**src/rtl/seg7_scan_capture_if.sv**
```systemverilog
// Display-bus snoop interface: active-low segment/anode lines in, decoded digit state out.
// master drives the display bus and observes results; slave is the capture block.
interface seg7_scan_capture_if #(
  parameter int NUM_DIGITS = 4
);
  logic [6:0]              seg_n;
  logic [NUM_DIGITS-1:0]   an_n;
  logic [4*NUM_DIGITS-1:0] digits;
  logic [NUM_DIGITS-1:0]   digit_valid;
  logic                    frame_valid;
  logic                    err;

  modport master (
    output seg_n, an_n,
    input  digits, digit_valid, frame_valid, err
  );

  modport slave (
    input  seg_n, an_n,
    output digits, digit_valid, frame_valid, err
  );
endinterface

```
**src/rtl/seg7_scan_capture.sv**
```systemverilog
// Captures a multiplexed active-low seven-segment bus: synchronize, debounce each
// digit dwell, decode the glyph back to hex and publish per-digit value registers.
module seg7_scan_capture #(
  parameter int NUM_DIGITS    = 4,
  parameter int STABLE_CYCLES = 4
) (
  input logic                clk,
  input logic                rst_n,
  seg7_scan_capture_if.slave bus
);
  localparam int W  = NUM_DIGITS + 7;
  localparam int CW = $clog2(STABLE_CYCLES + 1);
  localparam logic [CW-1:0] CNT_ONE = CW'(1);
  localparam logic [CW-1:0] CNT_MAX = CW'(STABLE_CYCLES);
  localparam logic [CW-1:0] CNT_ACC = CW'(STABLE_CYCLES - 1);

  logic [W-1:0]            sync1_q, sync2_q, prev_q;
  logic [CW-1:0]           cnt_q, cnt_d;
  logic [NUM_DIGITS-1:0]   seen_q, seen_d;
  logic [4*NUM_DIGITS-1:0] digits_q, digits_d;
  logic [NUM_DIGITS-1:0]   valid_q, valid_d;
  logic                    frame_q, frame_d;
  logic                    err_q, err_d;

  logic [NUM_DIGITS-1:0]   an_act;
  logic [NUM_DIGITS-1:0]   seen_nxt;
  logic [6:0]              glyph;
  logic [4:0]              dec;
  logic                    same, onehot, accept, blank;
  int                      n_act;

  // Returns {legal, value} for an active-high gfedcba glyph.
  function automatic logic [4:0] decode_glyph(input logic [6:0] g);
    case (g)
      7'h3F:   return {1'b1, 4'h0};
      7'h06:   return {1'b1, 4'h1};
      7'h5B:   return {1'b1, 4'h2};
      7'h4F:   return {1'b1, 4'h3};
      7'h66:   return {1'b1, 4'h4};
      7'h6D:   return {1'b1, 4'h5};
      7'h7D:   return {1'b1, 4'h6};
      7'h07:   return {1'b1, 4'h7};
      7'h7F:   return {1'b1, 4'h8};
      7'h6F:   return {1'b1, 4'h9};
      7'h77:   return {1'b1, 4'hA};
      7'h7C:   return {1'b1, 4'hB};
      7'h39:   return {1'b1, 4'hC};
      7'h5E:   return {1'b1, 4'hD};
      7'h79:   return {1'b1, 4'hE};
      7'h71:   return {1'b1, 4'hF};
      default: return 5'b0_0000;
    endcase
  endfunction

  always_comb begin
    an_act = ~sync2_q[W-1:7];
    glyph  = ~sync2_q[6:0];
    same   = (sync2_q == prev_q);

    n_act = 0;
    for (int i = 0; i < NUM_DIGITS; i++) begin
      if (an_act[i]) n_act = n_act + 1;
    end
    // Blanking (no anode) and ghosting (several anodes) are ignored silently.
    onehot = (n_act == 1);

    if (!same)                cnt_d = CNT_ONE;
    else if (cnt_q < CNT_MAX) cnt_d = cnt_q + CNT_ONE;
    else                      cnt_d = cnt_q;

    accept = same && (cnt_q == CNT_ACC) && onehot;
    dec    = decode_glyph(glyph);
    blank  = (glyph == 7'h00);

    digits_d = digits_q;
    valid_d  = valid_q;
    seen_d   = seen_q;
    seen_nxt = seen_q;
    frame_d  = 1'b0;
    err_d    = 1'b0;

    if (accept) begin
      for (int i = 0; i < NUM_DIGITS; i++) begin
        if (an_act[i]) begin
          if (dec[4]) begin
            digits_d[4*i +: 4] = dec[3:0];
            valid_d[i]         = 1'b1;
          end else if (blank) begin
            digits_d[4*i +: 4] = 4'h0;
            valid_d[i]         = 1'b0;
          end else begin
            valid_d[i] = 1'b0;
            err_d      = 1'b1;
          end
        end
      end
      seen_nxt = seen_q | an_act;
      if (&seen_nxt) begin
        frame_d = 1'b1;
        seen_d  = '0;
      end else begin
        seen_d = seen_nxt;
      end
    end
  end

  always_ff @(posedge clk or negedge rst_n) begin
    if (!rst_n) begin
      sync1_q  <= '1;
      sync2_q  <= '1;
      prev_q   <= '1;
      cnt_q    <= '0;
      seen_q   <= '0;
      digits_q <= '0;
      valid_q  <= '0;
      frame_q  <= 1'b0;
      err_q    <= 1'b0;
    end else begin
      sync1_q  <= {bus.an_n, bus.seg_n};
      sync2_q  <= sync1_q;
      prev_q   <= sync2_q;
      cnt_q    <= cnt_d;
      seen_q   <= seen_d;
      digits_q <= digits_d;
      valid_q  <= valid_d;
      frame_q  <= frame_d;
      err_q    <= err_d;
    end
  end

  assign bus.digits      = digits_q;
  assign bus.digit_valid = valid_q;
  assign bus.frame_valid = frame_q;
  assign bus.err         = err_q;
endmodule

```
**src/flat_wrapper.sv**
```systemverilog
// flat-port wrapper written by rule: the top's interface ports become plain ports
module seg7_scan_capture_flat 
#(
  parameter int NUM_DIGITS    = 4,
  parameter int STABLE_CYCLES = 4
)
  (clk, rst_n, bus_seg_n, bus_an_n, bus_digits, bus_digit_valid, bus_frame_valid, bus_err);
  seg7_scan_capture_if #(.NUM_DIGITS(NUM_DIGITS)) bus_i ();
  input logic clk;
  input logic rst_n;
  input wire logic [$bits(bus_i.seg_n)-1:0] bus_seg_n;
  input wire logic [$bits(bus_i.an_n)-1:0] bus_an_n;
  output wire logic [$bits(bus_i.digits)-1:0] bus_digits;
  output wire logic [$bits(bus_i.digit_valid)-1:0] bus_digit_valid;
  output wire logic [$bits(bus_i.frame_valid)-1:0] bus_frame_valid;
  output wire logic [$bits(bus_i.err)-1:0] bus_err;
  assign bus_i.seg_n = bus_seg_n;
  assign bus_i.an_n = bus_an_n;
  assign bus_digits = bus_i.digits;
  assign bus_digit_valid = bus_i.digit_valid;
  assign bus_frame_valid = bus_i.frame_valid;
  assign bus_err = bus_i.err;
  seg7_scan_capture #(.NUM_DIGITS(NUM_DIGITS), .STABLE_CYCLES(STABLE_CYCLES)) u_core (.clk(clk), .rst_n(rst_n), .bus(bus_i));
endmodule
```
**config.mk**
```make
export PLATFORM = sky130hd
export DESIGN_NAME = seg7_scan_capture_flat
export DESIGN_NICKNAME = d
export VERILOG_FILES = /design/src/rtl/seg7_scan_capture_if.sv /design/src/rtl/seg7_scan_capture.sv /design/src/flat_wrapper.sv
export SDC_FILE = /design/constraint.sdc
export NUM_CORES = 1
export LEC_CHECK = 0
export CAP_MARGIN = 10
export CORE_MARGIN = 2
export CORE_UTILIZATION = 28
export CTS_CLUSTER_DIAMETER = 80
export DETAILED_ROUTE_END_ITERATION = 8
export PLACE_DENSITY = 0.51
export SYNTH_ARGS = -nofsm -noshare
export SYNTH_HDL_FRONTEND = slang
export SYNTH_SLANG_ARGS = --single-unit
```
**constraint.sdc**
```tcl
create_clock -name clk -period 4.2 [get_ports clk]
set_input_delay 0.84 -clock clk [delete_from_list [all_inputs] [get_ports clk]]
set_output_delay 0.84 -clock clk [all_outputs]
set_load 0.1 [all_outputs]
```
---- After elaboration in Yosys (flattened, before gate mapping) ----
Index checks and enable logic that the tools add are counted.
storage, ports and cells
  flip-flop bits (word level) ............. 62
  bits of input ports ..................... 13
  output and inout port bits .............. 22
  word-level logic and storage cells ...... 82
cells by class
  $add $sub $neg .......................... 4
  $lt $le $gt $ge ......................... 1
  equality and inequality tests ........... 20
  muxes and demuxes ....................... 26
  bitwise gates (word level) .............. 3
  reductions and logical operators ........ 13
operators by type and width
  cell                     count
  $mux W32                 3
  $eq A7 B7 Y1 const B     12
  $pmux W5 S16             1
  $add A32 B2 Y32 const B  2
  $eq A32 B2 Y1 const B    1
  $mux W1                  17
  $eq A7 B3 Y1 const B     2
  $eq A7 B6 Y1 const B     2
  $mux W4                  3
  $reduce_and A3 Y1        4
  $eq A11 B11 Y1           1
  $reduce_and A2 Y1        4
  $logic_not A7 Y1         1
  $not A7 Y7               1
  $mux W3                  2
  $not A4 Y4               1
  $or A4 B4 Y4             1
  $reduce_and A4 Y1        1
  $add A3 B1 Y3 const B    1
  $eq A3 B2 Y1 const B     1
  $lt A3 B3 Y1 const B     1
  $add A1 B1 Y2 const B    1
  $logic_and A1 B1 Y1      2
  $ne A2 B2 Y1 const B     1
  $reduce_bool A2 Y1       1

---- Longest topological paths before layout ----
Gate-level depths: netlist of the first run.
  depth in word-level cells ............... 15
  depth in mapped cells ................... 11
  gate-level depth less buffers ........... 11

---- Worst setup path before layout of the first run ----
Ideal clock, no wire load.
  path type ............................... register -> register
  start ................................... reg u_core.sync2_q[7]
  end ..................................... reg u_core.digits_q[10], in the netlist u_core.bus.digits[10]
  setup time .............................. 125 ps
  data arrival time ....................... 3165 ps
  required time ........................... 4075 ps
  setup slack ............................. 910 ps
  stages on the path, launching flop included .. 11
  buffers on the path ..................... 0
  clock period less this slack ............ 3290 ps
  path through ............................ dfstp_2 > inv_1 > ha_1 > xnor2_1 > ha_1 > or2_0 > mux4_2 > nor3_4 > nand3_2 > or3_4 > mux2_4
between the ends
  word-level cells in the longest chain between the ends .. 11
  elaborated cells between the ends (all ways) .. 13
  those cells by class .................... add/sub (3); eq/ne (2); mux (4); bitwise (1); reduce/logical (3)
RTL lines
  item                                    line                      source
  start: declaration                      seg7_scan_capture.sv:17   logic [W-1:0] sync1_q, sync2_q, prev_q;
  start signal: assignment                seg7_scan_capture.sv:120  sync2_q <= sync1_q;
  $not A4 Y4                              seg7_scan_capture.sv:56   an_act = ~sync2_q[W-1:7];
  $mux W1                                 seg7_scan_capture.sv:62   if (an_act[i]) n_act = n_act + 1;
  $add A1 B1 Y2                           seg7_scan_capture.sv:62
  $mux W32                                seg7_scan_capture.sv:62
  $add A32 B2 Y32                         seg7_scan_capture.sv:62
  $mux W32                                seg7_scan_capture.sv:62
  $add A32 B2 Y32                         seg7_scan_capture.sv:62
  $mux W32                                seg7_scan_capture.sv:62
  $eq A32 B2 Y1                           seg7_scan_capture.sv:65   onehot = (n_act == 1);
  $logic_and A1 B1 Y1 (*)                 seg7_scan_capture.sv:71   accept = same && (cnt_q == CNT_ACC) && onehot;
  $reduce_and A3 Y1 (no source line) (*)  -
  end signal: assignment                  seg7_scan_capture.sv:124  digits_q <= digits_d;
  end: declaration                        seg7_scan_capture.sv:20   logic [4*NUM_DIGITS-1:0] digits_q, digits_d;
Every way passes the cells marked *; elsewhere a longest branch is shown, timed or not.
A chain may end at the register's enable or synchronous reset.

---- Worst setup path in the final report of the first run ----
  start ................................... reg u_core.sync2_q[7]
  end ..................................... reg u_core.digits_q[6], in the netlist u_core.bus.digits[6]
Same word-level chain as after synthesis.

==> results of run 1 <==
-- flip-flops by register name, summed over array words and instances (netlist names) --
register	cells
u_core.cnt_q	3
u_core.prev_q	11
u_core.bus.digit_valid	4
u_core.bus.err	1
u_core.seen_q	4
u_core.sync1_q	11
u_core.sync2_q	11
u_core.bus.digits	16
u_core.bus.frame_valid	1
-- worst paths after layout --
kind                                   start                    end
max                        u_core.sync2_q[7]   u_core.bus.digits[6]
min                        u_core.sync1_q[9]      u_core.sync2_q[9]
max reg2reg                u_core.sync2_q[7]   u_core.bus.digits[6]
min reg2reg                u_core.sync1_q[9]      u_core.sync2_q[9]
max in group asynchronous              rst_n      u_core.sync2_q[7]
min in group asynchronous              rst_n  u_core.bus.digits[14]
-- power breakdown --
group          internal (mW)  switching (mW)
logic                 0.0412          0.0439
registers              0.627          0.0218
clock network          0.345           0.235
-- through the flow --
step | cells | worst slack [ns] | power [mW]
CTS | 394 | 0.716 | 1.34
finish | 394 | 0.723 | 1.31
global placement | 378 | 0.780 | 0.745
global route | 394 | 0.582 | 1.38
detailed placement | 378 | 0.711 | 0.746
floorplan | 218 | 0.910 | 0.707
-- layer usage --
metal | vias to the layer above | GRT usage (%) | part of all wire, %
met5 | - | 0 | 0
met4 | 0 | 7.28 | 2.8
met3 | 12 | 3.32 | 4.9
met2 | 45 | 17.4 | 47
met1 | 861 | 14.9 | 46
li1 | 852 | - | -
-- cells in the final DEF, fill, tap and decap left out, drive strengths merged, types with 3 or more instances in the layout --
cell and n:
and3 3, ha 5, nor3 5, or2 6
a21oi 6, dfstp 33, nand4 7, nand3b 3
nand2b 6, dfrtp 29, o21ai 10, o2bb2ai 3
a21o 3, mux2 12, clkdlybuf4s50 33, or3 4
clkbuf 12, xor2 3, xnor2 13, nand3 5
inv 11, a21boi 3, nor2 11
-- area by class of cell --
class / count / share of cell area [%]
Clock buffer: 12 / 5.17
Clock inverter: 4 / 1.46
Inverter: 11 / 1.20
Multi-Input combinational cell: 137 / 30.9
Sequential cell: 62 / 46.4
Tap cell: 133 / 4.85
Timing Repair Buffer: 35 / 9.99
-- cells by family after synthesis --
family	after synthesis	synth area share, %
AND/OR/NAND/NOR	64	15.4
flip-flops	62	58.4
AO/OA/AOI/OAI	38	9.44
buffers and inverters	19	2.71
XOR/XNOR	16	5.14
multiplexers	14	6.69
adder cells (fa/ha/maj)	5	2.29
==> results.py, run 1 <==
metrics = {
    "outcome": {
        "outcome": "finished, final reports clean",
    },
    "worst_setup_path": {
        "cp_num_buf_inv": 1,
        "arrival_ns": 3.71,
        "crit_top_cell": "ha_1",
        "startpoint_type": "flop",
        "crit_chain": "inv_1 -> ha_1 -> xnor2_1 -> ha_1 -> or2_0 -> mux4_2 -> nor3_4 -> nand4_2 -> or2_1 -> mux2_1",
        "ff2ff_setup_slack_ns": 0.72,
        "end_kind": "flop",
        "rr_worst_depth": 10,
        "cp.required_ns": 4.44,
        "path_class": "reg2reg",
        "cp_max_fo": 6,
        "crit_family": "simple AND/OR/NAND/NOR gates",
        "slowest_delay_ns": 0.56,
        "worst-path-stages": 10,
        "cpMaxStageDelayCell": "dfstp_2",
    },
    "floorplan": {
        "ios": 35,
        "initial_utilization_pct": 28.4,
        "fp.dieW_um": 103,
        "core_um2": 9590,
        "num_rows": 36,
        "dieArea_um2": 10600,
        "die_h_um": 103,
    },
    "routing": {
        "drt_first_pass_iters": 4,
        "drt_wl_total_mm": 5.39,
        "drtIter0Drc": 65,
        "wl_per_cell_um": 13.7,
        "ant_nets": 0,
        "routed-via-count": 1770,
        "vias_per_cell": 4.49,
        "drcViolationCount": 0,
    },
    "synth": {
        "synthFlopType": "dfstp_2",
        "syn-instance-count": 218,
        "ys_types": 55,
        "synth_edf_count": 0,
        "syn_area_um2": 2730,
        "syn_nets": 236,
        "ys_top_cells_by_area": "dfstp_2, dfrtp_1, xnor2_1, mux2_1, ha_1",
        "syn_area_per_cell_um2": 12.5,
        "ys_seq_area_share_pct": 58.4,
        "yosys.cell_count.top_type": "dfstp_2",
        "synth-seq-cells": 62,
        "synth_warnings": 0,
        "synth-async-reset-ratio_pct": 100,
        "synth_common_cells": "dfstp_2, dfrtp_1, xnor2_1, inv_1, nor2_1",
        "yosysTopAreaCell": "dfstp_2",
        "synth_top_area_share_pct": 31.8,
    },
    "cts": {
        "cts_setup_buffers": 0,
        "cts_resized": 0,
        "path_clk_slew_ns": 0.07,
        "clock_sinks": 62,
        "worstSkewPairLatency_ns": 0.35,
        "cts_buffer_depth": 2,
        "cts-buffers-inserted": 9,
        "tritoncts": "built",
        "root_buffer": "clkbuf_8",
        "cts_hold_buf": 0,
        "ctsHtreeMaxLevel": 3,
    },
    "global_routing": {
        "track_usage_pct": 11.6,
        "grt_max_degree": 39,
        "grt_pass1_wl_mm": 9.06,
        "overflow": 0,
        "grt_pass1_vias": 1811,
        "antenna_found_initial": 0,
    },
    "timing": {
        "period_share_pct": 82.8,
        "holdWs_ns": 0.342,
        "fin_tns_setup_ns": 0,
        "hold_violations": 0,
        "maxSlewHeadroom_pct": 34.7,
        "period_needed_ns": 3.48,
        "rsz0062_at_grt": "no",
        "worst_slew_pin_slew_ns": 0.977,
        "drv_slew": 0,
        "fmax_mhz": 288,
        "fin_skew_ns": 0.0104,
        "final-setup-viol-count": 0,
    },
    "cells_and_area": {
        "syn2layout_area_growth_pct": 25.8,
        "stdcell_area_um2": 3430,
        "seq_area_um2": 1590,
        "finish.utilization_pct": 35.8,
        "n_fill_cell": 957,
        "nNetsFinal": 274,
        "multi_input_area_um2": 1060,
        "antenna_cells": 0,
        "drive_above_1_share_pct": 24.9,
    },
    "placement": {
        "hpwl_mm": 3.78,
        "io_buffers": 34,
        "gp_congestion": 0.786,
        "place_area_um2": 3210,
    },
    "worst_hold_path": {
        "min_path_cells": 0,
        "hp-class": "reg2reg",
    },
    "power": {
        "power_density_nw_per_um2": 383,
        "irDropWorstVdd_uv": 192,
        "power_leakage_nw": 1.43,
    },
    "run": {
        "drv_cap": 0,
    },
}
No activity file was read; power rests on OpenSTA's default activity.
==> run 2, diff against run 1 <==
- clock period: 4.2 -> 3.5 ns (I/O delays scaled with it)
==> run 2 against run 1 <==
  * Final area is the same
  * Critical endpoint is now u_core.bus.digits[11]
  * Maximum frequency grew 6.1%
  * Critical path depth is the same
  * Die area is the same
  * Power grew 10%
==> results.py, run 2 (synthesis results as in run 1) <==
metrics = {
    "timing": {
        "hold_violations": 0,
        "period_needed_ns": 3.28,
        "fin_skew_ns": 0.00859,
        "holdWs_ns": 0.356,
        "final-setup-viol-count": 0,
        "fin_tns_setup_ns": 0,
        "fin_ws_ns": 0.221,
        "fmax_mhz": 305,
        "drv_slew": 0,
        "worst_slew_pin_slew_ns": 0.971,
        "maxSlewHeadroom_pct": 35.1,
        "rsz0062_at_grt": "no",
        "period_share_pct": 93.7,
    },
    "cells_and_area": {
        "largest_reg_flops": 16,
        "seq_area_um2": 1590,
        "layout_common_cells": "clkdlybuf4s50_1, dfstp_2, dfrtp_1",
        "syn2layout_area_growth_pct": 25.8,
        "multi_input_area_um2": 1080,
        "drive_above_1_share_pct": 27.2,
        "nNetsFinal": 278,
        "fin_cells": 398,
        "stdcell_area_um2": 3430,
        "antenna_cells": 0,
        "n_fill_cell": 959,
        "finish.utilization_pct": 35.8,
    },
    "global_routing": {
        "track_usage_pct": 11.7,
        "grt_max_degree": 45,
        "grt_pass1_vias": 1806,
        "grt_pass1_wl_mm": 9.20,
        "antenna_found_initial": 0,
        "overflow": 0,
    },
    "placement": {
        "hpwl_mm": 3.87,
        "post-place-ws_ns": 0.0751,
        "dp_cells": 382,
        "io_buffers": 34,
        "gp_congestion": 0.823,
        "place_area_um2": 3240,
    },
    "routing": {
        "drtIter0Drc": 55,
        "vias_per_cell": 4.43,
        "routed-via-count": 1763,
        "drt_first_pass_iters": 4,
        "drcViolationCount": 0,
        "wl_per_cell_um": 13.5,
        "ant_nets": 0,
        "drt_wl_total_mm": 5.38,
    },
    "worst_setup_path": {
        "slowest_delay_ns": 0.57,
        "cp_max_fo": 6,
        "arrival_ns": 3.49,
        "crit_chain": "inv_1 -> ha_4 -> xnor2_1 -> ha_1 -> or2_0 -> mux4_2 -> nor3_4 -> nand3_2 -> or3_4 -> mux2_4",
        "cp.required_ns": 3.72,
        "end_kind": "flop",
        "cpMaxStageDelayCell": "dfstp_2",
        "path_class": "reg2reg",
        "startpoint_type": "flop",
    },
    "power": {
        "power_frac_clock_pct": 39.1,
        "power_density_nw_per_um2": 422,
        "irDropWorstVdd_uv": 205,
        "swShare_pct": 24.3,
        "p_int_mw": 1.10,
        "p_comb_share_pct": 7.2,
        "switchingPower_mw": 0.352,
        "power_leakage_nw": 1.43,
        "power.total_mw": 1.45,
        "power_frac_seq_pct": 53.7,
    },
    "floorplan": {
        "die_h_um": 103,
        "ios": 35,
        "initial_utilization_pct": 28.4,
        "dieArea_um2": 10600,
        "core_um2": 9590,
        "fp.dieW_um": 103,
        "num_rows": 36,
    },
    "run": {
        "drv_cap": 0,
    },
    "outcome": {
        "outcome": "finished, final reports clean",
    },
    "cts": {
        "tritoncts": "built",
        "clock_sinks": 62,
        "cts-buffers-inserted": 9,
        "path_clk_slew_ns": 0.07,
        "cts_buffer_depth": 2,
        "root_buffer": "clkbuf_8",
        "cts_hold_buf": 0,
        "worstSkewPairLatency_ns": 0.33,
        "ctsHtreeMaxLevel": 3,
    },
    "worst_hold_path": {
        "hp-class": "reg2reg",
    },
}
[run 2: power by group through the flow]
stage | Sequential (mW) | Clock [mW] | Combinational (mW)
detailed placement | 0.791 | 0 | 0.105
global placement | 0.790 | 0 | 0.104
global route | 0.783 | 0.628 | 0.119
CTS | 0.779 | 0.590 | 0.105
finish | 0.778 | 0.567 | 0.105
floorplan | 0.773 | 0 | 0.0750
[run 2: path summary, 6_finish.rpt]
path	slack, ns	endpoint	depth (start not counted)	startpoint
max in group asynchronous	2.17	u_core.prev_q[2]	2	rst_n
hold / removal	0.36	u_core.sync2_q[6]	0	u_core.sync1_q[6]
min in group asynchronous	0.52	u_core.cnt_q[1]	1	rst_n
hold reg to reg	0.36	u_core.sync2_q[6]	0	u_core.sync1_q[6]
setup reg to reg	0.22	u_core.bus.digits[11]	10	u_core.sync2_q[8]
setup / recovery	0.22	u_core.bus.digits[11]	10	u_core.sync2_q[8]
[run 2: final cells by class]
cell class | count | share of cell area, %
clock buffers | 10 | 4.34
clock inverters | 6 | 0.984
inverters | 11 | 1.20
multi-input cells | 137 | 31.4
flip-flops and latches | 62 | 46.4
well taps | 133 | 4.85
repair buffers | 39 | 10.9
[run 2: critical path, delay by kind of cell (launching register included)]
kind | cells | cell delay (ns)
muxes | 2 | 0.81
adders and majority gates | 2 | 0.56
DFF | 1 | 0.57
xor gates and xnor gates | 1 | 0.12
buffers and inverters | 1 | 0.12
and+or+nand+nor | 4 | 0.97
[run 2: routing by layer]
| layer | routed length [um] | vias up | GRT usage (%) |
|---|---|---|---|
| met1 | 2650 | 866 | 16.3 |
| met3 | 216 | 8 | 3.80 |
| li1 | - | 858 | - |
| met2 | 2440 | 31 | 16.9 |
| met4 | 69 | 0 | 4.31 |
| met5 | 0 | - | 0 |
[run 2: timing repair]
action,4_1_cts,5_1_grt
setup endpoints to repair,0,11
gates resized for setup,0,2
setup buffers,0,0
==> run 3, diff against run 2 <==
- CORE_MARGIN: 2 -> unset
- PLACE_DENSITY: 0.51 -> 0.53
- clock period: 3.5 -> 2.92 ns (I/O delays scaled with it)
==> run 3 against run 2 <==
  * Cell count up 4.0%
  * Via count up 5.0%
  * The run now ends with negative setup slack left
  * Largest power group unchanged
  * Die area down 3.9%
  * Critical path type unchanged
==> results.py, run 3 (synthesis results as in run 1) <==
metrics = {
    "cells_and_area": {
        "nNetsFinal": 298,
        "drive_above_1_share_pct": 44.9,
        "syn2layout_area_growth_pct": 30.9,
        "largest_reg_flops": 16,
        "mostFrequentLayoutCell": "buf_4",
        "layout_common_cells": "buf_4, dfstp_2, dfrtp_1",
        "antenna_cells": 0,
    },
    "cts": {
        "tritoncts": "built",
        "worstSkewPairLatency_ns": 0.34,
        "clock_sinks": 62,
        "ctsHtreeMaxLevel": 3,
        "cts_buffer_depth": 2,
        "cts-buffers-inserted": 9,
        "root_buffer": "clkbuf_8",
        "path_clk_slew_ns": 0.07,
        "cts_hold_buf": 0,
    },
    "global_routing": {
        "track_usage_pct": 12.2,
        "overflow": 0,
        "grt_pass1_wl_mm": 9.32,
        "grt_pass1_vias": 1937,
        "antenna_found_initial": 0,
        "grt_max_degree": 41,
    },
    "worst_hold_path": {
        "hp-class": "in2async",
    },
    "timing": {
        "final-setup-viol-count": 20,
        "rsz0062_at_grt": "yes",
        "drv_slew": 0,
        "fmax_mhz": 321,
        "period_needed_ns": 3.12,
        "fin_skew_ns": 0.00955,
        "period_share_pct": 107,
        "maxSlewHeadroom_pct": 55.1,
        "hold_violations": 0,
        "fin_tns_setup_ns": -1.88,
        "fin_ws_ns": -0.197,
        "worst_slew_pin_slew_ns": 0.669,
    },
    "worst_setup_path": {
        "end_kind": "flop",
        "crit_chain": "inv_2 -> ha_4 -> xnor2_1 -> ha_1 -> or2_0 -> mux4_2 -> nor3_4 -> nand3_2 -> or3_4 -> mux2_4",
        "rr_worst_depth": 10,
        "path_class": "reg2reg",
        "cp_max_fo": 4,
        "arrival_ns": 3.34,
        "startpoint_type": "flop",
        "slowest_delay_ns": 0.53,
        "cpMaxStageDelayCell": "dfstp_2",
        "cp.required_ns": 3.15,
    },
    "routing": {
        "drt_wl_total_mm": 5.41,
        "ant_nets": 0,
        "drt_first_pass_iters": 4,
        "vias_per_cell": 4.47,
        "drcViolationCount": 0,
        "wl_per_cell_um": 13.1,
        "drtIter0Drc": 151,
        "routed-via-count": 1851,
    },
    "power": {
        "power_density_nw_per_um2": 486,
        "irDropWorstVdd_uv": 347,
        "power_leakage_nw": 1.59,
        "power.total_mw": 1.74,
    },
    "floorplan": {
        "die_h_um": 101,
        "dieArea_um2": 10100,
        "ios": 35,
        "core_um2": 9330,
        "num_rows": 35,
        "initial_utilization_pct": 29.3,
        "fp.dieW_um": 101,
    },
    "placement": {
        "io_buffers": 34,
        "hpwl_mm": 3.77,
        "gp_congestion": 0.842,
    },
    "outcome": {
        "outcome": "complete, but fails checks",
        "violations": "negative setup slack",
    },
    "run": {
        "drv_cap": 0,
    },
}
[run 3: cell types whose count changed in the layout (fill, tap and decap cells not counted), moves of 3 or more]
cell | before | now
buf_4 | 5 | 44
buf_6 | 0 | 3
clkdlybuf4s50_1 | 33 | 11
mux2_1 | 6 | 2
mux2_4 | 4 | 8
[run 3: where the power goes]
group          switching, mW  total, mW  internal [mW]
sequential            0.0286      0.930          0.902
combinational         0.0713      0.148         0.0763
clock                  0.330      0.658          0.328
[run 3: path summary, 6_finish.rpt]
kind / startpoint / end / slack [ns]
worst min-delay path: rst_n / u_core.cnt_q[0] / 0.32
worst max register to register: u_core.sync2_q[7] / u_core.bus.digits[10] / -0.20
min in group clk: u_core.sync1_q[2] / u_core.sync2_q[2] / 0.35
worst max-delay path: u_core.sync2_q[7] / u_core.bus.digits[10] / -0.20
worst min register to register: u_core.sync1_q[2] / u_core.sync2_q[2] / 0.35
max in group asynchronous: rst_n / u_core.prev_q[9] / 2.23
[run 3: through the flow]
step                      std cells  setup WS (ns)  instance area (um2)  hold slack [ns]  utilization (%)
after global routing            414         -0.354                 3570            0.354             38.3
after CTS                       413         -0.207                 3520            0.326             37.8
final                           414         -0.197                 3570            0.322             38.3
after detailed placement        392         -0.212                 3310            0.347             35.4
after floorplan                 218         -0.207                 2760            0.288                -
after global placement          392         -0.170                 3310            0.346             35.4
[run 3: area by class of cell]
class | count | area [um2]
well taps | 129 | 161
inverters | 11 | 41.3
flip-flops and latches | 62 | 1590
multi-input cells | 137 | 1130
repair buffers | 59 | 479
clock inverters | 4 | 21.3
fillers | 931 | 5750
clock buffers | 12 | 145
[run 3: repair_timing]
item / CTS / global route
resized for setup: 4 / 11
setup endpoints to repair: 18 / 26
pin swaps: 4 / 0
setup buffers: 5 / 1
[run 3: per-layer routing]
| layer | up-vias | wire (um) | track usage (%) |
|---|---|---|---|
| li1 | 901 | - | - |
| met1 | 897 | 2620 | 15.4 |
| met2 | 43 | 2460 | 18.7 |
| met3 | 10 | 227 | 3.74 |
| met4 | 0 | 108 | 6.58 |
| met5 | - | 0 | 0 |
[run 3: worst max-delay path: cells and delay by family, from the launching register on]
| kind | cells | cell delay, ns |
|---|---|---|
| xor+xnor | 1 | 0.12 |
| fa+ha+maj | 2 | 0.53 |
| buf+inv | 1 | 0.05 |
| flops | 1 | 0.53 |
| mux | 2 | 0.80 |
| simple gates | 4 | 0.98 |
